File: src/rtl/square_move_scheduler_pkg.sv
// Shared types and constants for the square move scheduler slice.
// Latency: n/a (types, constants and pure helper functions only).
// Backpressure: n/a.
package square_pkg;

  typedef enum logic [1:0] {
    ST_IDLE  = 2'd0,
    ST_CALC  = 2'd1,
    ST_WRITE = 2'd2,
    ST_DONE  = 2'd3
  } state_t;

  localparam int X_MAX_DEF       = 640;
  localparam int Y_MAX_DEF       = 480;
  localparam int SQUARE_SIZE_DEF = 30;
  localparam int STEP_DEF        = 5;

  // Bit positions inside one square's 4-bit button nibble {up,left,down,right}
  localparam int BTN_U = 3;
  localparam int BTN_L = 2;
  localparam int BTN_D = 1;
  localparam int BTN_R = 0;

  localparam int COORD_W = 10;
  localparam int POS_W   = 2 * COORD_W;

  function automatic logic [COORD_W-1:0] pos_x(input logic [POS_W-1:0] p);
    return p[COORD_W-1:0];
  endfunction

  function automatic logic [COORD_W-1:0] pos_y(input logic [POS_W-1:0] p);
    return p[POS_W-1:COORD_W];
  endfunction

  function automatic logic [POS_W-1:0] pack_pos(input logic [COORD_W-1:0] y,
                                                input logic [COORD_W-1:0] x);
    return {y, x};
  endfunction

  function automatic logic [COORD_W-1:0] abs_diff(input logic [COORD_W-1:0] a,
                                                  input logic [COORD_W-1:0] b);
    return (a >= b) ? (a - b) : (b - a);
  endfunction

endpackage

File: src/rtl/square_move_scheduler_if.sv
// Bundles the frame strobe, buttons and position/status outputs of the scheduler.
// Latency: n/a (wiring only).
// Backpressure: none; all signals are strobes or levels with no ready.
interface square_move_scheduler_if #(
  parameter int NUM_SQ = 2
);
  logic                  refresh_tick;
  logic                  run;
  logic [4*NUM_SQ-1:0]   btn;
  logic [20*NUM_SQ-1:0]  pos;
  logic                  upd_valid;
  logic [1:0]            upd_idx;
  logic                  busy;
  logic                  frame_done;
  logic                  overrun;

  // Driver side: frame timing and button sources
  modport master (
    output refresh_tick, run, btn,
    input  pos, upd_valid, upd_idx, busy, frame_done, overrun
  );

  // Scheduler side
  modport slave (
    input  refresh_tick, run, btn,
    output pos, upd_valid, upd_idx, busy, frame_done, overrun
  );
endinterface

File: src/rtl/square_move_scheduler_step_clamp.sv
// Computes one square's next position from its buttons, clamped to the display.
// Latency: combinational.
// Backpressure: none.
module square_step_clamp
  import square_pkg::*;
#(
  parameter int X_MAX       = X_MAX_DEF,
  parameter int Y_MAX       = Y_MAX_DEF,
  parameter int SQUARE_SIZE = SQUARE_SIZE_DEF,
  parameter int STEP        = STEP_DEF
) (
  input  logic [COORD_W-1:0] x,
  input  logic [COORD_W-1:0] y,
  input  logic [3:0]         btn,
  output logic [COORD_W-1:0] nx,
  output logic [COORD_W-1:0] ny
);
  localparam logic [COORD_W-1:0] STEP_C = COORD_W'(STEP);
  localparam logic [COORD_W-1:0] X_LIM  = COORD_W'(X_MAX - SQUARE_SIZE);
  localparam logic [COORD_W-1:0] X_THR  = COORD_W'(X_MAX - SQUARE_SIZE - STEP);
  localparam logic [COORD_W-1:0] Y_LIM  = COORD_W'(Y_MAX - SQUARE_SIZE);
  localparam logic [COORD_W-1:0] Y_THR  = COORD_W'(Y_MAX - SQUARE_SIZE - STEP);

  // Opposing keys cancel; a single key steps toward its border and saturates there
  always_comb begin
    nx = x;
    ny = y;
    if (btn[BTN_L] && !btn[BTN_R]) begin
      nx = (x > STEP_C) ? (x - STEP_C) : '0;
    end else if (btn[BTN_R] && !btn[BTN_L]) begin
      nx = (x < X_THR) ? (x + STEP_C) : X_LIM;
    end
    if (btn[BTN_U] && !btn[BTN_D]) begin
      ny = (y > STEP_C) ? (y - STEP_C) : '0;
    end else if (btn[BTN_D] && !btn[BTN_U]) begin
      ny = (y < Y_THR) ? (y + STEP_C) : Y_LIM;
    end
  end
endmodule

File: src/rtl/square_move_scheduler.sv
// Per-frame scheduler: updates each square in turn through one shared step/clamp path.
// Latency: tick at edge k -> frame_done high in cycle k+2*NUM_SQ+1; one upd_valid per square.
// Backpressure: none; ticks arriving while busy are dropped and flag sticky overrun.
// Optional build macro COLLISION_BLOCK_EN: discard moves that would overlap another square.
module square_move_scheduler
  import square_pkg::*;
#(
  parameter int NUM_SQ       = 2,
  parameter int X_MAX        = X_MAX_DEF,
  parameter int Y_MAX        = Y_MAX_DEF,
  parameter int SQUARE_SIZE  = SQUARE_SIZE_DEF,
  parameter int STEP         = STEP_DEF,
  parameter int INIT_X       = 300,
  parameter int INIT_Y       = 220,
  parameter int INIT_SPACING = 60
) (
  input logic clk,
  input logic reset,
  square_move_scheduler_if.slave bus
);
  state_t             state;
  logic [1:0]         idx;
  logic [COORD_W-1:0] sq_x [NUM_SQ];
  logic [COORD_W-1:0] sq_y [NUM_SQ];
  logic [COORD_W-1:0] cand_x, cand_y;
  logic [COORD_W-1:0] cur_x, cur_y;
  logic [COORD_W-1:0] step_x, step_y;
  logic [3:0]         cur_btn;
  logic               blocked;
  logic               upd_valid_q;
  logic [1:0]         upd_idx_q;
  logic               frame_done_q;
  logic               overrun_q;

  // Route the square being processed (and its buttons) into the shared datapath
  always_comb begin
    cur_x   = sq_x[0];
    cur_y   = sq_y[0];
    cur_btn = bus.btn[3:0];
    for (int i = 1; i < NUM_SQ; i++) begin
      if (idx == 2'(i)) begin
        cur_x   = sq_x[i];
        cur_y   = sq_y[i];
        cur_btn = bus.btn[4*i +: 4];
      end
    end
  end

  square_step_clamp #(
    .X_MAX       (X_MAX),
    .Y_MAX       (Y_MAX),
    .SQUARE_SIZE (SQUARE_SIZE),
    .STEP        (STEP)
  ) u_step_clamp (
    .x   (cur_x),
    .y   (cur_y),
    .btn (cur_btn),
    .nx  (step_x),
    .ny  (step_y)
  );

`ifdef COLLISION_BLOCK_EN
  // Reject the candidate if it overlaps any other square; earlier squares are already updated
  always_comb begin
    blocked = 1'b0;
    for (int j = 0; j < NUM_SQ; j++) begin
      if ((idx != 2'(j)) &&
          (abs_diff(cand_x, sq_x[j]) < COORD_W'(SQUARE_SIZE)) &&
          (abs_diff(cand_y, sq_y[j]) < COORD_W'(SQUARE_SIZE))) begin
        blocked = 1'b1;
      end
    end
  end
`else
  assign blocked = 1'b0;
`endif

  // Export every square's position as a packed {y,x} bus
  for (genvar g = 0; g < NUM_SQ; g++) begin : g_pos
    assign bus.pos[20*g +: 20] = pack_pos(sq_y[g], sq_x[g]);
  end

  assign bus.upd_valid  = upd_valid_q;
  assign bus.upd_idx    = upd_idx_q;
  assign bus.frame_done = frame_done_q;
  assign bus.overrun    = overrun_q;
  assign bus.busy       = (state != ST_IDLE);

  // Frame FSM: IDLE -> (CALC -> WRITE) per square -> DONE -> IDLE, with registered strobes
  always_ff @(posedge clk or posedge reset) begin
    if (reset) begin
      state        <= ST_IDLE;
      idx          <= 2'd0;
      cand_x       <= '0;
      cand_y       <= '0;
      upd_valid_q  <= 1'b0;
      upd_idx_q    <= 2'd0;
      frame_done_q <= 1'b0;
      overrun_q    <= 1'b0;
      for (int i = 0; i < NUM_SQ; i++) begin
        sq_x[i] <= COORD_W'(INIT_X + i * INIT_SPACING);
        sq_y[i] <= COORD_W'(INIT_Y);
      end
    end else begin
      upd_valid_q  <= 1'b0;
      frame_done_q <= 1'b0;
      if (bus.refresh_tick && (state != ST_IDLE)) begin
        overrun_q <= 1'b1;
      end
      case (state)
        ST_IDLE: begin
          if (bus.refresh_tick && bus.run) begin
            idx   <= 2'd0;
            state <= ST_CALC;
          end
        end
        ST_CALC: begin
          cand_x <= step_x;
          cand_y <= step_y;
          state  <= ST_WRITE;
        end
        ST_WRITE: begin
          for (int i = 0; i < NUM_SQ; i++) begin
            if ((idx == 2'(i)) && !blocked) begin
              sq_x[i] <= cand_x;
              sq_y[i] <= cand_y;
            end
          end
          upd_valid_q <= 1'b1;
          upd_idx_q   <= idx;
          if (idx == 2'(NUM_SQ - 1)) begin
            state <= ST_DONE;
          end else begin
            idx   <= idx + 2'd1;
            state <= ST_CALC;
          end
        end
        default: begin
          frame_done_q <= 1'b1;
          state        <= ST_IDLE;
        end
      endcase
    end
  end
endmodule

File: src/flat_wrapper.sv
// flat-port wrapper written by rule: the top's interface ports become plain ports
module square_move_scheduler_flat import square_pkg::*;
#(
  parameter int NUM_SQ       = 2,
  parameter int X_MAX        = X_MAX_DEF,
  parameter int Y_MAX        = Y_MAX_DEF,
  parameter int SQUARE_SIZE  = SQUARE_SIZE_DEF,
  parameter int STEP         = STEP_DEF,
  parameter int INIT_X       = 300,
  parameter int INIT_Y       = 220,
  parameter int INIT_SPACING = 60
)
  (clk, reset, bus_refresh_tick, bus_run, bus_btn, bus_pos, bus_upd_valid, bus_upd_idx, bus_busy, bus_frame_done, bus_overrun);
  square_move_scheduler_if #(.NUM_SQ(NUM_SQ)) bus_i ();
  input logic clk;
  input logic reset;
  input wire logic [$bits(bus_i.refresh_tick)-1:0] bus_refresh_tick;
  input wire logic [$bits(bus_i.run)-1:0] bus_run;
  input wire logic [$bits(bus_i.btn)-1:0] bus_btn;
  output wire logic [$bits(bus_i.pos)-1:0] bus_pos;
  output wire logic [$bits(bus_i.upd_valid)-1:0] bus_upd_valid;
  output wire logic [$bits(bus_i.upd_idx)-1:0] bus_upd_idx;
  output wire logic [$bits(bus_i.busy)-1:0] bus_busy;
  output wire logic [$bits(bus_i.frame_done)-1:0] bus_frame_done;
  output wire logic [$bits(bus_i.overrun)-1:0] bus_overrun;
  assign bus_i.refresh_tick = bus_refresh_tick;
  assign bus_i.run = bus_run;
  assign bus_i.btn = bus_btn;
  assign bus_pos = bus_i.pos;
  assign bus_upd_valid = bus_i.upd_valid;
  assign bus_upd_idx = bus_i.upd_idx;
  assign bus_busy = bus_i.busy;
  assign bus_frame_done = bus_i.frame_done;
  assign bus_overrun = bus_i.overrun;
  square_move_scheduler #(.NUM_SQ(NUM_SQ), .X_MAX(X_MAX), .Y_MAX(Y_MAX), .SQUARE_SIZE(SQUARE_SIZE), .STEP(STEP), .INIT_X(INIT_X), .INIT_Y(INIT_Y), .INIT_SPACING(INIT_SPACING)) u_core (.clk(clk), .reset(reset), .bus(bus_i));
endmodule
File: config.mk
export PLATFORM = sky130hd
export DESIGN_NAME = square_move_scheduler_flat
export DESIGN_NICKNAME = d
export VERILOG_FILES = /design/src/rtl/square_move_scheduler_pkg.sv /design/src/rtl/square_move_scheduler_if.sv /design/src/rtl/square_move_scheduler_step_clamp.sv /design/src/rtl/square_move_scheduler.sv /design/src/flat_wrapper.sv
export SDC_FILE = /design/constraint.sdc
export NUM_CORES = 1
export LEC_CHECK = 0
export BUFFER_PORTS_ARGS = -buffer_cell sky130_fd_sc_hd__buf_2
export CAP_MARGIN = 20
export CORE_MARGIN = 10
export CORE_UTILIZATION = 58
export CTS_BUF_LIST = sky130_fd_sc_hd__clkbuf_16
export DETAILED_ROUTE_END_ITERATION = 8
export PLACE_DENSITY = 0.78
export SLEW_MARGIN = 10
export SYNTH_ARGS = -nofsm -noshare
export SYNTH_HDL_FRONTEND = slang
export SYNTH_SLANG_ARGS = --single-unit
File: constraint.sdc
create_clock -name clk -period 2.6 [get_ports clk]
set_input_delay 0.39 -clock clk [delete_from_list [all_inputs] [get_ports clk]]
set_output_delay 0.39 -clock clk [all_outputs]
set_load 0.01 [all_outputs]
==> qor.txt <==
Status - finished clean
GR Util met1 - 23.2%
Seq/Total Area, Yosys - 40.7%
Avg Inst Size Synth - 10.3 µm²
First-pass GRT wire length - 18100 µm
Post-DP HPWL - 7910 µm
Final setup viols - 0
Netlist cell types - 72
Yosys reg bits - 69
Starting Density - 59.6%
Area Growth Syn to Fin - 15.5%
YS warnings - 0
Max Clock Skew - 4.23 ps
H-tree depth - 3
Grt ovf - 0
Post-CTS setup buffers - 0
IO buf count - 57
ANT cells - 0
Clock transition at path regs - 50 ps
Crit Path Max Fanout - 40
Yosys top cell area share - 29.7%
Post-Syn Area - 4300 µm²
Main synth FF type - dfrtp_1
Max Slew Vio Count - 0
RSZ-0062 raised after global routing - false
Static Leak - 2.12 nW
Cell Rows - 31
Die Height - 106 µm
Post-synth ARST share - 100%
Worst-case reg-to-reg path depth - 9
Clk root buf - clkbuf_16
Vias per cell - 6.05
Clk sink count - 69
EDFF count, synth - 0
Post-DP Area - 4710 µm²
Reg2Reg Capture Point - u_core.cand_x[7]
Register Area - 1750 µm²
Actual slew at the worst max-slew pin - 752 ps
Final Core Density - 68.8%
Setup TNS - 0 ps
GR Util met3 - 4.53%
Max-slew headroom - 49.8%
Largest cells by area after synthesis - dfrtp_1 (30%), mux2_2 (12%), dfstp_2 (11%), mux2i_1 (4.0%), a21oi_1 (3.5%)
1st-iter DRT viols - 198
Finished Cell Area - 4960 µm²
CTS buffer count - 9
Final Cycle Share - 91.6%
Crit path launch type - flip-flop
Final estimated routing congestion in global placement - 0.886
Largest net degree at the start of global routing - 41
Met2 usage - 33.3%
Die W - 106 µm
Die area - 11300 µm²
Post-layout min period - 2380 ps
Vias in the first global route - 3557
Synth area leader - dfrtp_1
Nets - 496
Critical path arrival - 2590 ps
IO Count - 58
Pwr per Cell Area - 1410 nW/µm²
# DRC - 0
R2R Path Start - u_core.idx[1]
Worst Path Required - 2800 ps
Hold Path Class - in -> async
Post-DRT Antenna Nets - 0
WL final - 10800 µm
Clock buffer depth - 2
CTS tree - done
Max Clk Rate - 420 MHz
Drt pass-1 iters - 4
Core area - 7210 µm²
GR Util All Layers - 19.6%
Synthesized Nets - 433
R2r setup slk - 220 ps
Clock latency on the worst-skew pair - 330 ps
GRT Max-Usage Layer - met2
Vias - 3548
Hold Vio Cnt, Final - 0
Crit path capture type - flip-flop
Routed len/inst - 18.5 µm
Layout cells sized above 1 - 36.1%
Max cap viols - 0
Worst vdd ir - 772 µV
Number of fill cells - 593
Synth Instances - 419
Antenna violations before repair - 0
Multi-input logic area - 2410 µm²
Critical path class - reg -> reg
worst max-delay path by stage:
stage / depth (start not counted) / slack (ps) / endpoint / startpoint
2_1_floorplan: 7 / 430 / u_core.cand_y[4] / u_core.idx[0]
3_3_place_gp: 8 / 280 / u_core.cand_x[1] / u_core.idx[0]
3_5_place_dp: 8 / 210 / u_core.cand_x[1] / u_core.idx[0]
4_1_cts: 8 / 170 / u_core.cand_x[1] / u_core.idx[0]
5_1_grt: 9 / 70 / u_core.cand_x[7] / u_core.idx[1]
6_report: 9 / 220 / u_core.cand_x[7] / u_core.idx[1]
registers in the layout (all words and copies together), names as in the netlist:
register and cells:
u_core.bus.pos 40, u_core.idx 2, u_core.bus.overrun 1, u_core.cand_x 10, u_core.bus.frame_done 1, u_core.state 2, u_core.bus.upd_idx 2, u_core.cand_y 10
u_core.bus.upd_valid 1
repair_timing:
action | CTS | global route
endpoints found under the setup margin | 0 | 1
hold buffers | 0 | 0
gates resized for setup | 0 | 1
synth_stat cells (3+ instances only):
master    number
nand3_1       14
a31oi_1        3
mux2i_1       17
nor2b_1        5
nor2_2         3
a21oi_1       30
a211oi_1       4
nor3_1         9
nand2_1       34
inv_1          7
buf_2          3
o21ai_1       12
nor2_1        27
dfrtp_1       51
xor2_1        11
nand2b_1       6
o22ai_1        7
dfstp_2       18
mux2_2        44
or3_1          4
buf_6          5
nand4_1        4
o21ai_0       10
xnor2_1       13
clkbuf_1       8
o211ai_1       9
cell usage in the layout, fill, tap and decap left out, types with 13 or more instances in the layout:
| master | count |
|---|---|
| xnor2_1 | 13 |
| buf_4 | 13 |
| dfrtp_1 | 51 |
| mux2_2 | 44 |
| mux2i_1 | 17 |
| a21oi_1 | 30 |
| nor2_1 | 27 |
| buf_2 | 57 |
| dfstp_2 | 18 |
| nand2_1 | 34 |
| nand3_1 | 14 |
worst max-delay path: stages (launching register included):
cell	delay (ps)
dfrtp_1	370
inv_1	100
ha_2	240
buf_12	230
mux2i_2	360
nand3_2	140
a211oi_4	370
nor2_2	120
a31oi_1	190
o22ai_1	100
report_power, final:
part / leakage (nW) / internal (W) / switching (W)
Sequential: 0.822 / 0.00163 / 0.000617
Combinational: 1.17 / 0.00165 / 0.00202
Clock: 0.132 / 0.000623 / 0.000443
Total: 2.12 / 0.00390 / 0.00308
routing by layer:
metal | wire length [µm] | vias to the layer above
met3 | 805 | 20
met5 | 0 | -
met2 | 5480 | 132
li1 | - | 1666
met1 | 4310 | 1730
met4 | 245 | 0
kinds of logic after synthesis:
logic type,synth area share [%]
buf+inv,3.49
xor+xnor,4.89
simple gates,16.7
flops,40.7
mux,16.6
compound gates,17.0
fa+ha+maj,0.582
area by class of cell:
class,count,area share [%]
flip-flops and latches,69,35.2
multi-input cells,323,48.5
clock buffers,9,4.54
inverters,8,0.605
well taps,99,2.49
repair buffers,71,8.11
clock inverters,7,0.554
through the flow:
stage               power (W)  hold slack, ps  instances  setup WS (ps)
floorplan             0.00486             460        419            431
global placement      0.00577             436        570            277
detailed placement    0.00589             443        570            209
CTS                   0.00700             162        586            171
global route          0.00750             194        586           71.7
finish                0.00698             145        586            219
(Power assumes the default switching activity.)
